<file path="src/rtl/mux_pkg.sv">
// Shared constants and types for the stream multiplexer and its arbiter.
package mux_pkg;

    // Arbitration modes selectable through the ARB_MODE parameter.
    localparam int ARB_FIXED = 0;
    localparam int ARB_RR    = 1;

    // Output stage occupancy: EMPTY means no word held, FULL means OutData is valid.
    typedef enum logic {
        ST_EMPTY = 1'b0,
        ST_FULL  = 1'b1
    } mux_state_e;

endpackage

</file>
<file path="src/rtl/stream_mux_rr_arbiter.sv">
// Round-robin request search: picks the first requesting channel strictly
// after last_grant, wrapping modulo the channel count.
module rr_arbiter #(
    parameter int SELECT_WIDTH = 3
) (
    input  logic [(2**SELECT_WIDTH)-1:0] req,
    input  logic [SELECT_WIDTH-1:0]      last_grant,
    output logic [SELECT_WIDTH-1:0]      grant,
    output logic                         any_grant
);

    localparam int CH = 2**SELECT_WIDTH;

    logic [SELECT_WIDTH-1:0] idx;

    // Scan last_grant+1 .. last_grant+CH; the adder width gives the wrap for free,
    // and the final step lands back on last_grant itself.
    always_comb begin
        grant     = '0;
        any_grant = 1'b0;
        idx       = '0;
        for (int i = 1; i <= CH; i++) begin
            idx = last_grant + SELECT_WIDTH'(i);
            if (!any_grant && req[idx]) begin
                grant     = idx;
                any_grant = 1'b1;
            end
        end
    end

endmodule

</file>
<file path="src/rtl/stream_mux.sv">
// N-to-1 valid/ready stream multiplexer with a single registered output stage.
// Handshake: a word moves across any interface on a rising Clk edge where its
// valid and ready are both high; valid never waits on ready, and InReady is a
// combinational function of InValid, MuxSel, the held state and OutReady.
module stream_mux
    import mux_pkg::*;
#(
    parameter int SELECT_WIDTH = 3,
    parameter int DATA_WIDTH   = 32,
    parameter int ARB_MODE     = ARB_FIXED
) (
    input  logic                                  Clk,
    input  logic                                  ResetN,
    input  logic [(2**SELECT_WIDTH)*DATA_WIDTH-1:0] InData,
    input  logic [(2**SELECT_WIDTH)-1:0]          InValid,
    output logic [(2**SELECT_WIDTH)-1:0]          InReady,
    input  logic [SELECT_WIDTH-1:0]               MuxSel,
    output logic [DATA_WIDTH-1:0]                 OutData,
    output logic                                  OutValid,
    input  logic                                  OutReady,
    output logic [SELECT_WIDTH-1:0]               OutChan,
    output logic                                  dbg_state
);

    localparam int CH = 2**SELECT_WIDTH;

    mux_state_e              state_q, state_d;
    logic [DATA_WIDTH-1:0]   out_data_q, out_data_d;
    logic [SELECT_WIDTH-1:0] out_chan_q, out_chan_d;
    logic [SELECT_WIDTH-1:0] last_grant_q, last_grant_d;

    logic [SELECT_WIDTH-1:0] rr_grant;
    logic                    rr_any;
    logic [SELECT_WIDTH-1:0] sel_idx;
    logic                    cand_valid;
    logic                    load_en;
    logic                    xfer;

    generate
        if (ARB_MODE == ARB_RR) begin : g_rr
            rr_arbiter #(
                .SELECT_WIDTH(SELECT_WIDTH)
            ) u_rr_arbiter (
                .req        (InValid),
                .last_grant (last_grant_q),
                .grant      (rr_grant),
                .any_grant  (rr_any)
            );
        end else begin : g_fixed
            // No arbiter in fixed mode; these are never selected.
            assign rr_grant = last_grant_q;
            assign rr_any   = 1'b0;
        end
    endgenerate

    // Candidate selection, load enable and the single InReady bit.
    always_comb begin
        load_en = (state_q == ST_EMPTY) || ((state_q == ST_FULL) && OutReady);
        if (ARB_MODE == ARB_RR) begin
            sel_idx    = rr_grant;
            cand_valid = rr_any;
        end else begin
            sel_idx    = MuxSel;
            cand_valid = InValid[MuxSel];
        end
        xfer    = load_en && cand_valid;
        InReady = '0;
        // Fixed mode offers ready on the selected port even without a request.
        InReady[sel_idx] = load_en && ((ARB_MODE == ARB_RR) ? rr_any : 1'b1);
    end

    // Next-state and output-register load logic.
    always_comb begin
        state_d      = state_q;
        out_data_d   = out_data_q;
        out_chan_d   = out_chan_q;
        last_grant_d = last_grant_q;
        case (state_q)
            ST_EMPTY: if (xfer) state_d = ST_FULL;
            ST_FULL:  if (OutReady && !xfer) state_d = ST_EMPTY;
            default:  state_d = ST_EMPTY;
        endcase
        if (xfer) begin
            out_data_d   = InData[int'(sel_idx)*DATA_WIDTH +: DATA_WIDTH];
            out_chan_d   = sel_idx;
            last_grant_d = sel_idx;
        end
    end

    // State and output registers; reset clears the held word immediately.
    always_ff @(posedge Clk or negedge ResetN) begin
        if (!ResetN) begin
            state_q      <= ST_EMPTY;
            out_data_q   <= '0;
            out_chan_q   <= '0;
            last_grant_q <= SELECT_WIDTH'(CH - 1);
        end else begin
            state_q      <= state_d;
            out_data_q   <= out_data_d;
            out_chan_q   <= out_chan_d;
            last_grant_q <= last_grant_d;
        end
    end

    assign OutData   = out_data_q;
    assign OutChan   = out_chan_q;
    assign OutValid  = (state_q == ST_FULL);
    assign dbg_state = state_q;

endmodule

</file>
<file path="config.mk">
export PLATFORM = sky130hd
export DESIGN_NAME = stream_mux
export DESIGN_NICKNAME = d
export VERILOG_FILES = /design/src/rtl/mux_pkg.sv /design/src/rtl/stream_mux_rr_arbiter.sv /design/src/rtl/stream_mux.sv
export SDC_FILE = /design/constraint.sdc
export NUM_CORES = 1
export LEC_CHECK = 0
export ABC_AREA = 1
export ABC_CLOCK_PERIOD_IN_PS = 1150
export BUFFER_PORTS_ARGS = -buffer_cell sky130_fd_sc_hd__buf_2
export CORE_MARGIN = 5
export CORE_UTILIZATION = 40
export DETAILED_ROUTE_END_ITERATION = 6
export GPL_ROUTABILITY_DRIVEN = 0
export GPL_TIMING_DRIVEN = 0
export PLACE_DENSITY = 0.79
export SLEW_MARGIN = 20
export SYNTH_ARGS = -nofsm -noshare
export SYNTH_HDL_FRONTEND = slang
export SYNTH_SLANG_ARGS = --single-unit
</file>
<file path="constraint.sdc">
create_clock -name Clk -period 1.15 [get_ports Clk]
set_input_delay 0.115 -clock Clk [delete_from_list [all_inputs] [get_ports Clk]]
set_output_delay 0.115 -clock Clk [all_outputs]
set_load 0.02 [all_outputs]
</file>
==> results.txt <==
Global route hottest layer: met2
Largest net degree at the start of global routing: 37
Seq/Total Area, Yosys: 18.2%
Global-route met1 utilization: 37.1%
Most frequent cell after synthesis: nand2_1
Synth Flop Type: dfrtp_1
R2R Path End: OutData[29]
Vias in the first global route: 6417
Worst skew pair latency: 280 ps
Routed WL: 21.3 mm
DR vias/cell: 4.46
Worst relative slew slack: 67.7%
Die Area: 0.0147 sq mm
DRT Pass-1 Iters: 5
Slew @ Worst Pin: 485 ps
Required time of the critical path: 1030 ps
Library cells used by synthesis: 13
Failing checks: negative setup slack
Total track usage: 27.8%
Row count: 40
Post-Syn Instances: 1043
Hold Crit Start: MuxSel[1]
Ys async rst share: 100%
Total grt overflow: 0
Post-synth top cells: nand2_1 (436), inv_1 (334), nand3_1 (168)
H-Tree Depth: 2
Root buffer cell: clkbuf_16
LEAKAGE: 5.38 nW
#FFs+latches synth: 36
TritonCTS Buffers: 5
CTS tree: done
Die width: 121 um
Setup violations, final: 35
Tmin final: 1370 ps
First-pass GRT wire length: 32.5 mm
Peak VDD IR: 0.619 mV
Post-synth EDFFs: 0
PD cells: 878 mW/mm^2
Setup crit end kind: output port
Min Hold Slack: 125 ps
Detailed-route via count: 6900
Maximum root-to-sink buffer count: 2
Layout cells sized above 1: 30.7%
Mean area per synthesized cell: 4.75 sq um
Max-Cap Viols: 0
Hold WC Path Type: in -> reg
Layout net count: 1649
Main area contributors after synthesis: nand2_1 (33%), inv_1 (25%), dfrtp_1 (18%), nand3_1 (17%), buf_2 (3.8%)
Area leader, netlist: nand2_1
I/O Pins: 315
Port-buffer cells: 313
Slowest cell on crit path: dfrtp_2
Met2 Usage GRT: 46.6%
Syn_nets: 1313
Reg2Reg Depth: 6
Antenna violations before repair: 2
Initial Utilization: 41.1%
Status: complete, but fails checks
Clock skew: 7.44 ps
Final critical-path setup slack: -221 ps
Reg2reg start: OutValid
Met3 usage: 4.38%
Final HPWL DP: 17.4 mm
Die span in y: 121 um
Final Slew Violations: 0
Final Cycle Share: 119%
Antenna viol nets, final: 0
Yosys Warn Count: 0
Slowest cell delay on critical path: 410 ps
Mapped Area: 0.00496 sq mm
Top-area cell type share of the netlist area: 33.0%
Drt drc: 0
CP Max Fanout: 4
Crit path DAT: 1260 ps
R2r setup slk: -80 ps
Clock-pin slew on the worst setup and hold paths: 60 ps
CP Class: reg -> out
P&R area growth vs syn: 50.3%
Iter 0 DRT Violations: 435
Final hold violation count: 0
Diodes inserted: 0
Worst path cell trace: nand2_2, buf_8, nand2_8, nor2_4, buf_6
Wire per inst: 13.7 um
Fill cell count: 1228
Pre-CTS setup slack: -758 ps
Crit path launch type: register
Clk sinks: 36
F_max: 729 MHz
Worst Hold Endpoint: OutChan[1]
Hold path depth: 3
Core region area: 0.0121 sq mm
RSZ-0062 raised after global routing: true
critical path, delay by kind of cell (launching register included):
kind / cells / cell delay (ps)
simple gates: 3 / 280
flops: 1 / 410
buf+inv: 2 / 270
state kept, by name, indices dropped and copies added, names as in the netlist:
signal / cells
OutChan: 3
OutData: 32
OutValid: 1
cell type report:
class / instances / area [sq um] / area share, %
sequential: 36 / 902 / 12.1
buffer: 51 / 383 / 5.14
tap: 168 / 210 / 2.82
inverter: 338 / 1270 / 17.1
timing repair buffer: 330 / 1790 / 24.1
clock buffer: 8 / 156 / 2.10
multi-input combinational: 617 / 2730 / 36.7
kinds of logic (layout without fill, tap and decap cells):
logic type             Yosys count  after routing  share of synthesized area, %
flip-flops                      36             36                          18.2
buffers and inverters          390            727                          30.6
AND/OR/NAND/NOR                617            617                          51.3
where the power goes:
group          switching [mW]  total [mW]  internal (mW)
combinational            2.03        3.34           1.32
clock                   0.489        1.41          0.922
sequential              0.185        1.79           1.60
total                    2.70        6.54           3.84
layout by cell type (no fill, tap or decap), types with 3 or more instances in the layout:
master	count
inv_1	333
buf_4	31
nand3_1	156
nand3_2	12
clkbuf_4	9
nand2_1	429
inv_2	3
buf_2	311
nor2_4	11
nand2_2	4
clkbuf_2	5
clkbuf_16	6
nand2_4	3
dfrtp_1	35
buf_6	20
per-layer routing:
layer	share of wire, %	vias up
li1	-	3592
met4	2.4	4
met3	7.9	38
met1	42	2973
met2	48	293
met5	0.13	-
per-stage QoR:
stage	TNS [ps]	std cells	power, mW	area [sq um]	util (%)
after CTS	-6310	1546	6.47	7370	61.1
after detailed placement	-23200	1524	4.85	6860	56.9
after global placement	-24300	1524	4.81	6860	56.9
after floorplan	0	1043	3.56	5090	-
after global routing	-4510	1548	6.99	7450	61.8
final	-3010	1548	6.54	7450	61.8
what timing repair did:
item	4_1_cts	5_1_grt
endpoints found under the hold margin	36	0
resized for setup	68	30
setup buffers	11	5
gates cloned	2	0
setup endpoints to repair	44	46
hold buffers	1	0
pin swaps	12	4
worst max-delay path by stage:
stage / from / endpoint / slack [ps] / depth (start not counted)
3_3_place_gp: MuxSel[2] / OutData[29] / -740 / 10
4_1_cts: OutValid / InReady[0] / -220 / 5
3_5_place_dp: MuxSel[2] / OutData[29] / -760 / 10
6_report: OutValid / InReady[2] / -220 / 5
5_1_grt: OutValid / InReady[2] / -240 / 5
2_1_floorplan: MuxSel[0] / OutChan[0] / 20 / 11
No activity file was read; power rests on OpenSTA's default activity.
